==> config.mk <==
export PLATFORM = sky130hd
export DESIGN_NAME = sprite_slot_bank
export DESIGN_NICKNAME = d
export VERILOG_FILES = /design/src/rtl/ppu_pkg.sv /design/src/rtl/sprite_slot.sv /design/src/rtl/sprite_slot_bank.sv
export SDC_FILE = /design/constraint.sdc
export NUM_CORES = 1
export LEC_CHECK = 0
export CORE_ASPECT_RATIO = 0.8
export CORE_MARGIN = 5
export CORE_UTILIZATION = 60
export DETAILED_ROUTE_END_ITERATION = 16
export PLACE_DENSITY = 0.79
export RECOVER_POWER = 25
export SYNTH_ARGS = -nofsm -noshare
export SYNTH_HDL_FRONTEND = slang
export SYNTH_SLANG_ARGS = --single-unit
export TNS_END_PERCENT = 100
==> constraint.sdc <==
create_clock -name clk -period 2.3 [get_ports clk]
set_input_delay 0.23 -clock clk [delete_from_list [all_inputs] [get_ports clk]]
set_output_delay 0.23 -clock clk [all_outputs]
set_load 0.1 [all_outputs]
==> src/rtl/ppu_pkg.sv <==
// Shared PPU sprite-stage types and constants.
package ppu_pkg;

  localparam int unsigned NUM_SPRITE_SLOTS = 8;
  localparam int unsigned SPRITE_PIXEL_W   = 5;
  localparam int unsigned SLOT_IDX_W       = 3;
  localparam int unsigned X_W              = 8;
  localparam int unsigned PAT_W            = 8;
  localparam int unsigned PAL_W            = 2;

  // OAM attribute byte bit positions
  localparam int unsigned ATTR_HFLIP = 6;
  localparam int unsigned ATTR_PRIO  = 5;

  // One sprite pixel as seen by the combiner; prio = 1 means behind BG.
  typedef struct packed {
    logic             prio;
    logic [PAL_W-1:0] palette;
    logic [1:0]       pattern;
  } sprite_pixel_t;

  // Mirror a pattern byte so hflip costs nothing at shift time.
  function automatic logic [PAT_W-1:0] bit_rev(input logic [PAT_W-1:0] b);
    logic [PAT_W-1:0] r;
    for (int unsigned i = 0; i < PAT_W; i++) begin
      r[i] = b[PAT_W-1-i];
    end
    return r;
  endfunction

endpackage

==> src/rtl/sprite_slot.sv <==
// One sprite slot: staging bank, X down-counter, pattern shifters, pixel mux.
module sprite_slot
  import ppu_pkg::*;
(
  input  logic             clk,
  input  logic             rst_n,
  input  logic             load_en_i,
  input  logic [X_W-1:0]   load_x_i,
  input  logic             load_hflip_i,
  input  logic             load_prio_i,
  input  logic [PAL_W-1:0] load_pal_i,
  input  logic [PAT_W-1:0] load_lo_i,
  input  logic [PAT_W-1:0] load_hi_i,
  input  logic             line_start_i,
  input  logic             pixel_en_i,
  output sprite_pixel_t    pixel_o
);

  logic [X_W-1:0]   stg_x_q,   stg_x_d;
  logic             stg_prio_q, stg_prio_d;
  logic [PAL_W-1:0] stg_pal_q, stg_pal_d;
  logic [PAT_W-1:0] stg_lo_q,  stg_lo_d;
  logic [PAT_W-1:0] stg_hi_q,  stg_hi_d;

  logic [X_W-1:0]   cnt_q,  cnt_d;
  logic             prio_q, prio_d;
  logic [PAL_W-1:0] pal_q,  pal_d;
  logic [PAT_W-1:0] lo_q,   lo_d;
  logic [PAT_W-1:0] hi_q,   hi_d;

  // Staging: cleared by commit, then a same-cycle load lands on top.
  always_comb begin
    stg_x_d    = stg_x_q;
    stg_prio_d = stg_prio_q;
    stg_pal_d  = stg_pal_q;
    stg_lo_d   = stg_lo_q;
    stg_hi_d   = stg_hi_q;
    if (line_start_i) begin
      stg_x_d  = '0;
      stg_lo_d = '0;
      stg_hi_d = '0;
    end
    if (load_en_i) begin
      stg_x_d    = load_x_i;
      stg_prio_d = load_prio_i;
      stg_pal_d  = load_pal_i;
      stg_lo_d   = load_hflip_i ? bit_rev(load_lo_i) : load_lo_i;
      stg_hi_d   = load_hflip_i ? bit_rev(load_hi_i) : load_hi_i;
    end
  end

  // Active: commit has priority over advance; counter first, then shifters.
  always_comb begin
    cnt_d  = cnt_q;
    prio_d = prio_q;
    pal_d  = pal_q;
    lo_d   = lo_q;
    hi_d   = hi_q;
    if (line_start_i) begin
      cnt_d  = stg_x_q;
      prio_d = stg_prio_q;
      pal_d  = stg_pal_q;
      lo_d   = stg_lo_q;
      hi_d   = stg_hi_q;
    end else if (pixel_en_i) begin
      if (cnt_q != '0) begin
        cnt_d = cnt_q - X_W'(1);
      end else begin
        lo_d = {lo_q[PAT_W-2:0], 1'b0};
        hi_d = {hi_q[PAT_W-2:0], 1'b0};
      end
    end
  end

  // State registers
  always_ff @(posedge clk or negedge rst_n) begin
    if (!rst_n) begin
      stg_x_q    <= '0;
      stg_prio_q <= 1'b0;
      stg_pal_q  <= '0;
      stg_lo_q   <= '0;
      stg_hi_q   <= '0;
      cnt_q      <= '0;
      prio_q     <= 1'b0;
      pal_q      <= '0;
      lo_q       <= '0;
      hi_q       <= '0;
    end else begin
      stg_x_q    <= stg_x_d;
      stg_prio_q <= stg_prio_d;
      stg_pal_q  <= stg_pal_d;
      stg_lo_q   <= stg_lo_d;
      stg_hi_q   <= stg_hi_d;
      cnt_q      <= cnt_d;
      prio_q     <= prio_d;
      pal_q      <= pal_d;
      lo_q       <= lo_d;
      hi_q       <= hi_d;
    end
  end

  // Zero-latency pixel: pattern shows only once the counter has run out.
  always_comb begin
    pixel_o.prio    = prio_q;
    pixel_o.palette = pal_q;
    pixel_o.pattern = (cnt_q == '0) ? {hi_q[PAT_W-1], lo_q[PAT_W-1]} : 2'b00;
  end

endmodule

==> src/rtl/sprite_slot_bank.sv <==
// Per-line sprite output stage: load decode, slot array and sprite-0 flag.
module sprite_slot_bank
  import ppu_pkg::*;
#(
  parameter int unsigned NUM_SLOTS = NUM_SPRITE_SLOTS
) (
  input  logic                                      clk,
  input  logic                                      reset_n,
  input  logic                                      load_en,
  input  logic [SLOT_IDX_W-1:0]                     load_slot,
  input  logic [X_W-1:0]                            load_x,
  input  logic [7:0]                                load_attr,
  input  logic [PAT_W-1:0]                          load_pat_lo,
  input  logic [PAT_W-1:0]                          load_pat_hi,
  input  logic                                      load_is_sp0,
  input  logic                                      line_start,
  input  logic                                      pixel_en,
  output logic [NUM_SLOTS-1:0][SPRITE_PIXEL_W-1:0]  sprites,
  output logic                                      is_sprite0
);

  logic stg_sp0_q, stg_sp0_d;
  logic sp0_q, sp0_d;
  logic sp0_we_c;
  logic unused_attr_c;

  assign unused_attr_c = ^{load_attr[7], load_attr[4:2]};

  // Slot array; an index with no matching slot writes nothing.
  for (genvar i = 0; i < NUM_SLOTS; i++) begin : g_slot
    sprite_pixel_t pix;
    sprite_slot u_slot (
      .clk          (clk),
      .rst_n        (reset_n),
      .load_en_i    (load_en && (load_slot == SLOT_IDX_W'(i))),
      .load_x_i     (load_x),
      .load_hflip_i (load_attr[ATTR_HFLIP]),
      .load_prio_i  (load_attr[ATTR_PRIO]),
      .load_pal_i   (load_attr[PAL_W-1:0]),
      .load_lo_i    (load_pat_lo),
      .load_hi_i    (load_pat_hi),
      .line_start_i (line_start),
      .pixel_en_i   (pixel_en),
      .pixel_o      (pix)
    );
    assign sprites[i] = pix;
  end

  assign sp0_we_c = load_en && (load_slot == '0);

  // Sprite-0 flag follows slot 0's staging/commit rules.
  always_comb begin
    stg_sp0_d = stg_sp0_q;
    sp0_d     = sp0_q;
    if (line_start) begin
      sp0_d     = stg_sp0_q;
      stg_sp0_d = 1'b0;
    end
    if (sp0_we_c) begin
      stg_sp0_d = load_is_sp0;
    end
  end

  // Sprite-0 flag registers
  always_ff @(posedge clk or negedge reset_n) begin
    if (!reset_n) begin
      stg_sp0_q <= 1'b0;
      sp0_q     <= 1'b0;
    end else begin
      stg_sp0_q <= stg_sp0_d;
      sp0_q     <= sp0_d;
    end
  end

  assign is_sprite0 = sp0_q;

endmodule

# ---- Yosys cells after proc, flatten, opt, wreduce, memory -nomap -nowiden
# Index checks and enable logic that the tools add are counted.
dict set report word_totals {
  register_bits 434
  elab_cells 272
}
dict set report op_classes {
  n_addsub 8
  eq_ne 15
  n_mux 109
  n_reduce_logical 58
}
# cell count
set ops {}
lappend ops {{$mux 8} 99}
lappend ops {{$logic_not 8->1} 8}
lappend ops {{$reduce_bool 8->1} 8}
lappend ops {{$sub 8x1->8 const B} 8}
lappend ops {{$reduce_bool 2->1} 17}
lappend ops {{$reduce_and 2->1} 16}
lappend ops {{$mux 2} 8}
lappend ops {{$ne 2x2->1 const B} 8}
lappend ops {{$eq 3x3->1 const B} 4}
lappend ops {{$logic_and 1x1->1} 8}
lappend ops {{$eq 3x2->1 const B} 2}
lappend ops {{$eq 3x1->1 const B} 1}
lappend ops {{$logic_not 3->1} 1}
lappend ops {{$mux 1} 2}

# ---- Depth between registers and ports, before layout
# Gate-level depths: netlist of run 1.
dict set report logic_depth {
  depth_word 4
  ltp_mapped 7
  depth_no_buf 6
}

# ---- Cells and area by module
# Synthesis of run 1 repeated with hierarchy kept, for this count alone.
dict set report hier_totals {
  cells_unflattened 1791
  area_unflattened_um2 21205.3
}
# module n_inst cells_each area_each_um2 seq_area_each_um2
set by_module_without_submodules {}
lappend by_module_without_submodules {{sprite_slot (g_slot[3].u_slot ...)} 4 207 2607.5 1351.3}
lappend by_module_without_submodules {{sprite_slot (g_slot[0].u_slot ...)} 3 246 2666.3 1351.3}
lappend by_module_without_submodules {{sprite_slot (g_slot[7].u_slot)} 1 207 2618.8 1351.3}
lappend by_module_without_submodules {sprite_slot_bank 1 18 157.7 50.0}

# ---- Worst setup path after synthesis of run 1
# No wires, ideal clock.
dict set report synth_path {
  path_type {register -> output}
  startpoint {register g_slot[0].u_slot.cnt_q[0]}
  endpoint {output sprites[0] (netlist name)}
  t_arrival_ps 2040
  required_time_ps 2070
  setup_slack_ps 30
  path_stages_with_launch 6
  path_buffers 0
  path_cell_list {dfrtp_1 inv_1 ha_1 or4b_4 nor2_1 and2_1}
}
# element line
set synth_rtl {}
lappend synth_rtl {{from (decl)} sprite_slot.sv:25} ;# logic [X_W-1:0] cnt_q, cnt_d;
lappend synth_rtl {{from (signal assigned)} sprite_slot.sv:94} ;# cnt_q <= cnt_d;
lappend synth_rtl {{to (decl)} sprite_slot_bank.sv:18} ;# output logic [NUM_SLOTS-1:0][SPRITE_PIXEL_W-1:0] sprites,

==> results.md, run 1 <==
- Status: complete, but fails checks
- Failing checks: capacitance limit, slew limit, setup timing
- Final Slew Violations: 38
- DR vias/cell: 5.999
- Pwr per Cell Area: 939.4 nW/um2
- Setup CP Type: reg -> out
- Synth warnings: 0
- Design Power: 20990 uW
- Netlist cell types: 64
- Fin. Hold Viols: 0
- Crit share post-route: 103.6%
- Cts bufs inserted: 43
- Die height: 169.4 um
- Largest net degree at the start of global routing: 88
- Critical path's largest stage delay: 0.48 ns
- Reg2Reg Launch Point: g_slot[0].u_slot.cnt_q[1]$_DFFE_PN0P_
- R2R setup slack: 0.19 ns
- Final Instance Area: 22340 um2
- Std-Cell Rows: 58
- Post-DP HPWL: 28.78 mm
- Final min period: 2.384 ns
- CP cell instances: inv_2, ha_4, or4b_4, nor2_4, and2_4, buf_12
- Setup Skew: 0.01242 ns
- Setup TNS: -0.1608 ns
- Post-place instance area: 20780 um2
- Layout area overhead: 17.27%
- WL final: 46.76 mm
- Worst Slack Setup Final: -0.08379 ns
- Max Root-Sink Buffers: 3
- RePlAce Congestion: 0.8592
- Reg2Reg Depth: 8
- Worst R2R End: g_slot[0].u_slot.hi_q[7]$_DFFE_PN0P_
- CP startpoint kind: register
- DRT Pass-1 Iters: 5
- RSZ-0062 raised after global routing: true
- End point of the critical path: sprites[0]
- Sequential-to-total area share from yosys stat: 57.00%
- Crit path max-delay family: simple AND/OR/NAND/NOR gates
- Syn nets: 1947
- GRT Residual Overflow: 0
- Port Buffers: 77
- Arrival @ worst endpoint: 2.15 ns
- Clock Pin Slew Worst Setup and Hold Paths: 0.07 ns
- HP Start: load_is_sp0
- Synthesized area: 19050 um2
- Critical path origin: g_slot[0].u_slot.cnt_q[1]$_DFFE_PN0P_
- Number of global-route vias before repair: 14.48k
- Post-synth ARST share: 100.0%
- Initial DRC count: 1313
- GR Util All Layers: 26.39%
- Min-delay worst type: in -> reg
- H-tree depth: 2
- Slowest cell on the critical path: or4b_4
- First-pass GRT wire length: 76.56 mm
- Max VDD drop: 0.8323 mV
- Core area: 31350 um2
- # fillers: 2213
- Routed vias: 14.55k
- Avg Synthesized Cell Area: 10.04 um2
- Crit. End Element: output port
- # DRC: 0
- Worst hold slack: 0.2420 ns
- Die area: 35440 um2
- Synth Instances: 1898
- I/O Pins: 82
- Die Span X: 209.2 um
- Post-synth EDFFs: 0
- Share of cells above drive strength 1: 13.82%
- Slew HR: -2.215%
- Maxcap violations: 1
- Sink Count: 434
- TritonCTS clock tree: yes
- CP Depth: 6
- Fin nets: 2023
- Leakage: 0.01060 uW
- Critical path buffers and inverters: 2
- Initial antenna violation count: 2
- Main synth FF type: dfrtp_1
- FF+latch count, synth: 434
- Post-DRT Antenna Nets: 0
- Final setup violation count: 2
- Initial Util: 60.78%
- Worst skew pair latency: 0.54 ns
- Worst slew pin tran: 1.533 ns
- Core Util, Final: 71.27%
- CTS Root Cell: clkbuf_16
- DR WL/cell: 19.28 um
- Peak Freq: 419.5 MHz
- CP required: 2.07 ns
- CP max FO: 3
[registers in the layout (all words and copies together), names as in the netlist]
register / flops
g_slot.u_slot.cnt_q: 64
g_slot.u_slot.hi_q: 64
g_slot.u_slot.lo_q: 64
g_slot.u_slot.pal_q: 16
g_slot.u_slot.prio_q: 8
g_slot.u_slot.stg_hi_q: 64
g_slot.u_slot.stg_lo_q: 64
g_slot.u_slot.stg_pal_q: 16
g_slot.u_slot.stg_prio_q: 8
g_slot.u_slot.stg_x_q: 64
is_sprite0: 1
stg_sp0_q: 1
[where the power goes]
group | internal (uW) | switching [uW]
logic | 1750 | 2940
registers | 8380 | 625
clock network | 4340 | 2960
total | 14500 | 6520
[through the flow]
step / cells / setup slack (ns)
6_report: 2425 / -0.08379
4_1_cts: 2421 / -0.1194
5_1_grt: 2425 / -0.1121
3_5_place_dp: 2337 / 0.08716
2_1_floorplan: 1898 / 0.03034
3_3_place_gp: 2337 / 0.1400
[layout by cell type, fill, tap and decap left out, types with 4 or more instances in the layout]
cell,n
dfrtp_1,434
nand2_1,368
o21ai_0,248
nand3_1,203
mux2i_1,151
buf_4,100
clkbuf_16,44
nor2_1,41
o21ai_1,34
clkdlybuf4s50_1,34
mux2_2,33
a21oi_1,31
buf_12,31
inv_1,22
a22o_1,17
nor3_1,14
nor2b_1,12
xnor2_1,11
or3_1,9
clkbuf_1,9
clkbuf_8,8
and3_1,7
a211oi_1,6
xor2_1,6
a31oi_2,5
nand4_1,5
o31ai_1,5
a31oi_1,5
bufinv_16,5
clkinv_2,5
and2_4,4
and2_1,4
nor4b_4,4
nand2b_1,4
or3b_1,4
nor4_1,4
ha_2,4
clkbuf_4,4
[cell usage after synthesis (all sizes together) (3+ instances only)]
cell,n,share of area (%)
a22o,17,0.78
nor4,6,0.31
nor3,16,0.42
mux2,33,2.0
nand3b,3,0.12
and2,8,0.26
nand2b,4,0.13
nor2,42,0.83
o21a,3,0.12
or3,9,0.30
nand2,368,7.2
nand4,5,0.16
o31a,3,0.14
xor2,6,0.28
inv,25,0.49
and3,11,0.36
a21oi,31,0.81
nand3,203,5.3
clkbuf,104,2.1
dfrtp,434,57
nor4b,6,0.58
nor2b,12,0.39
o21ai,283,7.5
or3b,5,0.23
mux2i,151,7.9
a211oi,6,0.24
ha,8,0.53
xnor2,11,0.51
o31ai,5,0.20
a311oi,3,0.14
a31oi,10,0.33
buf,41,1.1
[repair_timing]
item,in CTS,in global routing
endpoints found under the setup margin,14,12
setup buffers,8,4
resized for setup,15,9
hold buffers,1,0
pin swaps,4,3
hold endpoints to repair,72,0
[worst reg2reg max path: stages (launching register included)]
cell and delay [ns]:
dfrtp_1 0.39, inv_2 0.08, ha_4 0.14, or4b_4 0.48, buf_4 0.18, o31a_1 0.23
buf_4 0.24, nand2_1 0.15, o21ai_1 0.09
[area by class of cell]
cell class | count | area [um2] | area share (%)
Sequential cell | 434 | 10860 | 48.61
Multi-Input combinational cell | 1294 | 7601 | 34.02
Timing Repair Buffer | 176 | 1777 | 7.952
Clock buffer | 57 | 1230 | 5.505
Tap cell | 420 | 525.5 | 2.352
Clock inverter | 18 | 249.0 | 1.114
Inverter | 25 | 98.84 | 0.4424
Antenna cell | 1 | 2.502 | 0.01120
[worst min-delay path by stage]
stage / to / slack (ns) / cells past startpoint
after floorplan: g_slot[0].u_slot.cnt_q[0]$_DFFE_PN0P_ / -0.07 / 0
after global placement: g_slot[2].u_slot.hi_q[6]$_DFFE_PN0P_ / 0.32 / 1
after detailed placement: g_slot[1].u_slot.stg_hi_q[6]$_DFFE_PN0P_ / 0.31 / 1
after CTS: g_slot[7].u_slot.lo_q[0]$_DFFE_PN0P_ / 0.22 / 2
after global routing: stg_sp0_q$_DFFE_PN0P_ / 0.26 / 3
final: stg_sp0_q$_DFFE_PN0P_ / 0.24 / 3
[layer usage]
metal / vias up / global-route usage [%] / wire length (um)
li1: 6730 / - / -
met1: 7241 / 37.77 / 20080
met2: 488 / 43.25 / 22300
met3: 89 / 3.752 / 3107
met4: 0 / 7.147 / 1275
met5: - / 0 / 0
[cell families after synthesis]
logic type | after synthesis | synth area share, %
compound gates | 376 | 10.89
simple gates | 709 | 17.17
flops | 434 | 57.00
buf+inv | 170 | 3.743
mux | 184 | 9.883
xor+xnor | 17 | 0.7814
fa+ha+maj | 8 | 0.5254
Power figures use the tool's default switching activity.
==> inputs of run 2 (changes only) <==
--- a/config.mk
+++ b/config.mk
@@ -8,6 +8,7 @@
 export CORE_ASPECT_RATIO = 0.8
 export CORE_MARGIN = 5
 export CORE_UTILIZATION = 60
+export CTS_CLUSTER_DIAMETER = 40
 export DETAILED_ROUTE_END_ITERATION = 16
 export PLACE_DENSITY = 0.79
 export RECOVER_POWER = 25
==> run 2 against run 1 <==
  * Setup slack lost 0.024 ns
  * Routed wire length increased by 1.7%
  * Sequential share of layout area is 0.49 points lower
  * Critical endpoint is now sprites[1]
  * The flow still finishes with violations (capacitance limit, slew limit, setup timing)
  * Clock power rose by 10%
  * Largest cell class unchanged
  * Critical path type unchanged
  * Clock skew shrank 0.0011 ns
==> results.md, run 2 (same netlist as run 1, synthesis figures left out) <==
- Status: complete, but fails checks (unchanged)
- Failing checks: capacitance limit, slew limit, setup timing (unchanged)
- Critical path's largest stage delay: 0.48 ns (about the same)
- Die Span X: 209.2 um (unchanged)
- Worst slew pin tran: 1.557 ns (was 1.533 ns)
- I/O Pins: 82 (unchanged)
- Max Root-Sink Buffers: 3 (unchanged)
- Worst skew pair latency: 0.55 ns (was 0.54 ns)
- Final min period: 2.408 ns (was 2.384 ns)
- Setup Skew: 0.01127 ns (was 0.01242 ns)
- Pwr per Cell Area: 964.1 nW/um2 (was 939.4 nW/um2)
- Final Slew Violations: 38 (unchanged)
- Crit share post-route: 104.7% (was 103.6%)
- Clock Pin Slew Worst Setup and Hold Paths: 0.06 ns (was 0.07 ns)
- Peak Freq: 415.3 MHz (was 419.5 MHz)
- Leakage: 0.01068 uW (was 0.01060 uW)
- RePlAce Congestion: 0.8592 (unchanged)
- DRT Pass-1 Iters: 5 (unchanged)
- Most frequent cells in the layout: dfrtp_1, nand2_1, o21ai_0 (unchanged)
- DR WL/cell: 19.50 um (was 19.28 um)
- Arrival @ worst endpoint: 2.18 ns (was 2.15 ns)
- Fin. Hold Viols: 0 (unchanged)
- Share of cells above drive strength 1: 14.58% (was 13.82%)
- Maxcap violations: 1 (unchanged)
- WL final: 47.55 mm (was 46.76 mm)
- Initial DRC count: 1138 (was 1313)
- Initial Util: 60.78% (unchanged)
- Core Util, Final: 72.01% (was 71.27%)
- # fillers: 2185 (was 2213)
- Die height: 169.4 um (unchanged)
- Setup CP Type: reg -> out (unchanged)
- Slew HR: -3.811% (was -2.215%)
- Port Buffers: 77 (unchanged)
- CP required: 2.07 ns (about the same)
- Worst Slack Setup Final: -0.1078 ns (was -0.08379 ns)
- Critical path buffers and inverters: 3 (was 2)
- Min-delay worst type: in -> reg (unchanged)
- Die area: 35440 um2 (unchanged)
- CP startpoint kind: register (unchanged)
- GR Util All Layers: 27.10% (was 26.39%)
- CP cell instances: inv_2, ha_4, or4b_4, nor2_4, buf_6, and2_4, buf_12 (was inv_2, ha_4, or4b_4, nor2_4, and2_4, buf_12)
- Crit path max-delay family: simple AND/OR/NAND/NOR gates (unchanged)
- Largest net degree at the start of global routing: 88 (unchanged)
- Post-DP HPWL: 28.78 mm (unchanged)
- Layout area overhead: 18.49% (was 17.27%)
- TritonCTS clock tree: yes (unchanged)
- Core area: 31350 um2 (unchanged)
- Slowest cell on the critical path: or4b_4 (unchanged)
- Cts bufs inserted: 47 (was 43)
- Commonest non-fill, non-tap cell in the layout: dfrtp_1 (unchanged)
- Routed vias: 14.62k (was 14.55k)
- Worst hold slack: 0.2308 ns (was 0.2420 ns)
- CTS Root Cell: clkbuf_16 (unchanged)
- CP max FO: 3 (unchanged)
- DR vias/cell: 5.998 (was 5.999)
- RSZ-0062 raised after global routing: true (unchanged)
- Fin nets: 2030 (was 2023)
- Number of global-route vias before repair: 14.92k (was 14.48k)
- Final setup violation count: 2 (unchanged)
- Max VDD drop: 1.181 mV (was 0.8323 mV)
- First-pass GRT wire length: 78.19 mm (was 76.56 mm)
- H-tree depth: 2 (unchanged)
- Crit. End Element: output port (unchanged)
- Setup TNS: -0.2037 ns (was -0.1608 ns)
- # DRC: 0 (unchanged)
- Std-Cell Rows: 58 (unchanged)
- Post-DRT Antenna Nets: 0 (unchanged)
- Sink Count: 434 (unchanged)
- GRT Residual Overflow: 0 (unchanged)
- Initial antenna violation count: 2 (unchanged)
## run 2: cell types whose count changed in the layout (fill, tap and decap cells not counted), moves of 3 or more
cell	previous run	this run
and3_1	7	2
clkbuf_1	9	14
clkbuf_16	44	49
and3_4	3	7
clkbuf_8	8	4
bufinv_16	5	8
## run 2: final timing paths
check | from | endpoint | slack (ns) | depth (start not counted)
hold reg to reg | g_slot[5].u_slot.stg_pal_q[1]$_DFFE_PN0P_ | g_slot[5].u_slot.stg_pal_q[1]$_DFFE_PN0P_ | 0.48 | 2
hold / removal | load_is_sp0 | stg_sp0_q$_DFFE_PN0P_ | 0.23 | 3
max in group asynchronous | reset_n | g_slot[7].u_slot.stg_x_q[6]$_DFFE_PN0P_ | 0.41 | 3
setup / recovery | g_slot[0].u_slot.cnt_q[1]$_DFFE_PN0P_ | sprites[1] | -0.11 | 7
min in group asynchronous | reset_n | g_slot[2].u_slot.hi_q[6]$_DFFE_PN0P_ | 0.55 | 2
setup reg to reg | g_slot[0].u_slot.cnt_q[1]$_DFFE_PN0P_ | g_slot[0].u_slot.lo_q[3]$_DFFE_PN0P_ | 0.24 | 8
## run 2: final cells by class
class,instances,area [um2],area share (%)
sequential,434,10860,48.12
antenna,2,5.005,0.02217
timing repair buffer,179,1790,7.931
inverter,25,98.84,0.4378
clock inverter,21,340.3,1.507
multi-input combinational,1294,7635,33.82
clock buffer,63,1319,5.841
tap,420,525.5,2.328
## run 2: repair_timing
item	CTS	global route
endpoints found under the setup margin	14	14
hold buffers	1	0
setup buffers	9	5
resized for setup	15	21
hold endpoints to repair	72	0
pin swaps	4	2
## run 2: worst reg2reg max path, stage by stage, from the launching register on
cell and delay [ns]:
dfrtp_1 0.38, inv_2 0.08, ha_4 0.13, or4b_4 0.48
buf_4 0.18, o31a_1 0.23, buf_4 0.23, nand2_1 0.12
o21ai_1 0.09
## run 2: through the flow
step	power (uW)	cell area (um2)	setup slack, ns	cells
3_3_place_gp	13350	20780	0.1400	2337
6_report	21770	22580	-0.1078	2438
4_1_cts	21700	22560	-0.1335	2431
2_1_floorplan	12050	19050	0.03034	1898
3_5_place_dp	13530	20780	0.08716	2337
5_1_grt	22740	22580	-0.1625	2438
## run 2: layer usage
layer  share of wire (%)  global-route usage [%]  wire, um  up-vias
met2                  47                   43.64     22470      479
met5                   0                       0         0        -
met1                  42                   37.24     20090     7290
met3                 6.9                   5.322      3267      122
li1                    -                       -         -     6733
met4                 3.6                   10.07      1723        0
## run 2: power breakdown
| part | total (uW) | leakage, uW | switching [uW] | internal (uW) |
|---|---|---|---|---|
| Sequential | 9020 | 0.00586 | 631 | 8390 |
| Clock | 8020 | 0.000798 | 3070 | 4950 |
| Combinational | 4730 | 0.00402 | 2950 | 1780 |
==> RTL change 1 (config.mk and constraints of run 1) <==
Reset style: synchronous (`reset_n` and `rst_n`), changed in 2 clocked blocks.
--- a/src/rtl/sprite_slot.sv
+++ b/src/rtl/sprite_slot.sv
@@ -75,3 +75,3 @@
   // State registers
-  always_ff @(posedge clk or negedge rst_n) begin
+  always_ff @(posedge clk) begin
     if (!rst_n) begin
--- a/src/rtl/sprite_slot_bank.sv
+++ b/src/rtl/sprite_slot_bank.sv
@@ -64,3 +64,3 @@
   // Sprite-0 flag registers
-  always_ff @(posedge clk or negedge reset_n) begin
+  always_ff @(posedge clk) begin
     if (!reset_n) begin
Function: differs if reset_n is asserted again (counterexample within 4 cycles, from zero or initial values and one cycle with reset_n low); with reset_n held inactive, the same outputs for 4 cycles.
==> RTL change 1 against run 1 <==
- the flow finishes with violations (max-capacitance violations)
- sequential power is 11% lower
- total power is 15% lower
- synthesized area is 1.5% lower
- worst setup slack better by 0.10 ns
- sequential cell count stayed put
- design area is 2.1% lower
- critical path depth stayed put
- combinational power is 49% lower
- register-to-register slack better by 0.03 ns
- wire length is 3.2% higher
- hold slack worse by 0.20 ns
- critical endpoint is now sprites[20]
- largest cell class is now multi-input gates
==> RTL change 1: results <==
grt:
  grt_max_degree: 81
  antenna_found_initial: 0
  grt.total_usage_pct: 26.7
  first_global_vias: 15300
  grt_pass1_wl_mm: 78.9
synthesis:
  ys_top_cells_by_area: "dfxtp_1 (46%), mux2i_1 (8.8%), nor2_1 (6.7%)"
  synth_cells: 2157
  synth_fa_ha_area_share_pct: 0.534
  async_flop_share_pct: 0
  synth_xor_area_share_pct: 0.654
  seq_area_frac_synth_pct: 46.3
  synth_mux_area_share_pct: 8.99
  synth_compound_area_share_pct: 19.0
  synth_top_cells_by_count: "dfxtp_1 (434), nor2_1 (336), mux2i_1 (164), nand2_1 (152), a21oi_1 (141)"
placement:
  place_ws_ns: 0.0616
  dp_hpwl_mm: 30.1
  dp.cells: 2533
routing:
  wl_mm: 48.2
  via_per_inst: 6.03
  drt-initial-drc-count: 1503
final_layout:
  drive_above_1_share_pct: 11.5
  fin_cells: 2618
  antennaDiodeCount: 0
timing:
  tightestPinTransition_ns: 1.44
  finalSetupViolCount: 0
  skew_ns: 0.0181
job:
  maxCapViolCount: 1
run_status:
  violations: "max-capacitance violations"
  status: "finished with violations"
power:
  leakage_nw: 8.95
  vdd_ir_drop_max_v: 0.000571
clock_network:
  numCtsBuffers: 43
  cts_root_buf: "clkbuf_16"
worst_setup_path:
  cp.arrival_ns: 2.05
  crit_fanout: 5
RTL change 1: changes by cell type in the layout (fill, tap and decap cells not counted), sizes merged, moves of 17 or more:
cell    before  now
o21a         3  121
dfxtp        0  434
a22o        17    0
dfrtp      434    0
nor2        42  336
nand3      203   89
o21ai      283   42
a31oi       10   27
mux2        33    4
and3        11  126
nand2      368  152
a211oi       6  122
a21oi       31  141
RTL change 1: path summary, 6_finish.rpt:
path	start	endpoint	slack, ns	cells past startpoint
worst min register to register	g_slot[1].u_slot.stg_pal_q[0]	g_slot[1].u_slot.stg_pal_q[0]	0.45	2
worst max register to register	g_slot[4].u_slot.cnt_q[0]	g_slot[4].u_slot.cnt_q[0]	0.22	8
worst max-delay path	g_slot[4].u_slot.cnt_q[0]	sprites[20]	0.02	6
worst min-delay path	line_start	g_slot[6].u_slot.cnt_q[1]	0.04	3
RTL change 1: layer usage:
layer | track usage, % | wire length, µm | up-vias
met5 | 0 | 0 | -
met4 | 7.79 | 1410 | 0
met3 | 3.29 | 3280 | 114
met2 | 44.0 | 22400 | 517
met1 | 37.3 | 21100 | 7528
li1 | - | - | 7640
RTL change 1: layout make-up:
type	instances	area (µm²)
inverters	25	103
fillers	2211	8710
repair buffers	169	1830
clock buffers	60	1260
clock inverters	16	258
flip-flops and latches	434	8690
well taps	413	517
multi-input cells	1501	9220
RTL change 1: kinds of logic after synthesis:
logic type | Yosys count
adders and majority gates | 8
and+or+nand+nor | 789
xor gates and xnor gates | 14
AOI/OAI and AO/OA | 522
DFF | 434
muxes | 168
buffers and inverters | 222
RTL change 1: critical path, cell delays in order (launching register included):
cell     delay (ns)
dfxtp_1        0.34
inv_1          0.06
ha_1           0.21
nor4b_2        0.25
buf_4          0.21
and3_1         0.25
buf_12         0.20
RTL change 1: timing repair:
| action | 4_1_cts | 5_1_grt |
|---|---|---|
| pin swaps | 3 | 2 |
| hold buffers | 0 | 0 |
| setup endpoints to repair | 8 | 11 |
| hold endpoints to repair | 0 | 0 |
| buffers inserted | 3 | 6 |
| gates resized for setup | 14 | 9 |
RTL change 1: metrics by stage:
stage / cell area, µm² / utilization [%]
after detailed placement: 20300 / 66.2
after global placement: 20300 / 66.2
final: 21900 / 71.5
after CTS: 21800 / 71.4
after global routing: 21900 / 71.5
after floorplan: 18800 / -
RTL change 1: report_power, final:
group          switching [mW]  leakage (nW)  internal [mW]
clock network            2.90         0.751           4.61
logic                    1.46          4.67          0.937
registers               0.210          3.53           7.83
total                    4.57          8.95           13.4
==> RTL change 2 (config.mk and constraints of run 1) <==
Without the edit above. `SLOT_IDX_W`: 3 -> 4.
--- a/src/rtl/ppu_pkg.sv
+++ b/src/rtl/ppu_pkg.sv
@@ -5,3 +5,3 @@
   localparam int unsigned SPRITE_PIXEL_W   = 5;
-  localparam int unsigned SLOT_IDX_W       = 3;
+  localparam int unsigned SLOT_IDX_W       = 4;
   localparam int unsigned X_W              = 8;
Interface: changed (resized load_slot); port bits go from 82 to 83. The function was not compared with the original's and may differ.
==> RTL change 2 against run 1 <==
- the run ends with max-capacitance violations, max-slew violations left
- maximum frequency is 5.3% higher
- sequential share of layout area down 1.4 points
- clock skew fell by 0.0030 ns
- register-to-register slack got worse by 0.13 ns
- design area rose by 3.0%
- total power rose by 7.9%
- critical path type unchanged
- sequential cell count unchanged
- wire length increased by 1.0%
- utilization shrank 0.13 points
- first-iteration DRC count is 14% higher
- worst setup slack better by 0.12 ns
- largest power group unchanged
- synthesized area increased by 2.8%
- via count rose by 0.80%
==> RTL change 2: results <==
grt:
  grt_util_met2_pct: 39.6
  grt_use_met1_pct: 39.1
  grt_max_degree: 105
  first_global_vias: 14400
  grt.total_usage_pct: 26.0
  met3_usage_pct: 4.69
  antenna_found_initial: 3
synthesis:
  seq_area_frac_synth_pct: 55.5
  synth_top_cells_by_count: "dfrtp_1 (434), nand2_1 (362), o21ai_0 (279), nand3b_1 (196), mux2i_1 (137)"
  synth_nets: 1944
  ys_types: 57
  synth_xor_area_share_pct: 0.403
placement:
  gp_congestion: 0.874
  placedInstanceArea_um2: 21300
  place_ws_ns: -0.00675
  dp.cells: 2328
  port_buffers: 78
run_status:
  violations: "max-capacitance violations, max-slew violations"
  status: "finished with violations"
worst_setup_path:
  crit_end: "sprites[30]"
  timing.rr.end: "g_slot[6].u_slot.cnt_q[5]"
  ff2ff_path_depth: 11
  regToRegSetupSlack_ns: 0.06
routing:
  wl_met1_mm: 21.2
  wl_mm: 47.2
  via_per_inst: 6.04
  post_drt_wl_per_cell_um: 19.5
  wl_met2_mm: 21.6
power:
  clk-power_mw: 7.34
  switching_share_pct: 32.5
  vdd_ir_drop_max_v: 0.000664
timing:
  holdWs_ns: 0.127
  finalMaxSlewViolations: 68
  period_minus_slack_ns: 2.26
clock_network:
  cts-resized-gates: 16
final_layout:
  fillers: 2248
  drive_above_1_share_pct: 15.5
  final_net_count: 2018
job:
  maxCapViolCount: 1
==> RTL change 2: changes by cell type after synthesis, moves of 6 or more <==
cell	delta
nand3_1	-191
nor2_1	-11
clkbuf_1	+15
buf_4	+10
clkbuf_2	-10
o21ai_1	-34
nand2_1	-6
o21ai_0	+31
mux2_2	+17
mux2i_1	-14
nand3b_1	+193
buf_2	-10
==> RTL change 2: worst max-delay path, cell delays in order, from the launching register on <==
cell     delay, ns
dfrtp_1       0.41
nor4_4        0.30
nand2_1       0.12
nor3_2        0.18
buf_4         0.16
and2_4        0.15
buf_12        0.17
==> RTL change 2: final cells by class <==
cell class | count | area (µm²) | share of cell area [%]
Clock buffer | 66 | 1370 | 5.93
Multi-Input combinational cell | 1283 | 8130 | 35.4
Clock inverter | 10 | 129 | 0.560
Timing Repair Buffer | 180 | 1880 | 8.17
Inverter | 27 | 101 | 0.441
Sequential cell | 434 | 10900 | 47.2
Tap cell | 427 | 534 | 2.32
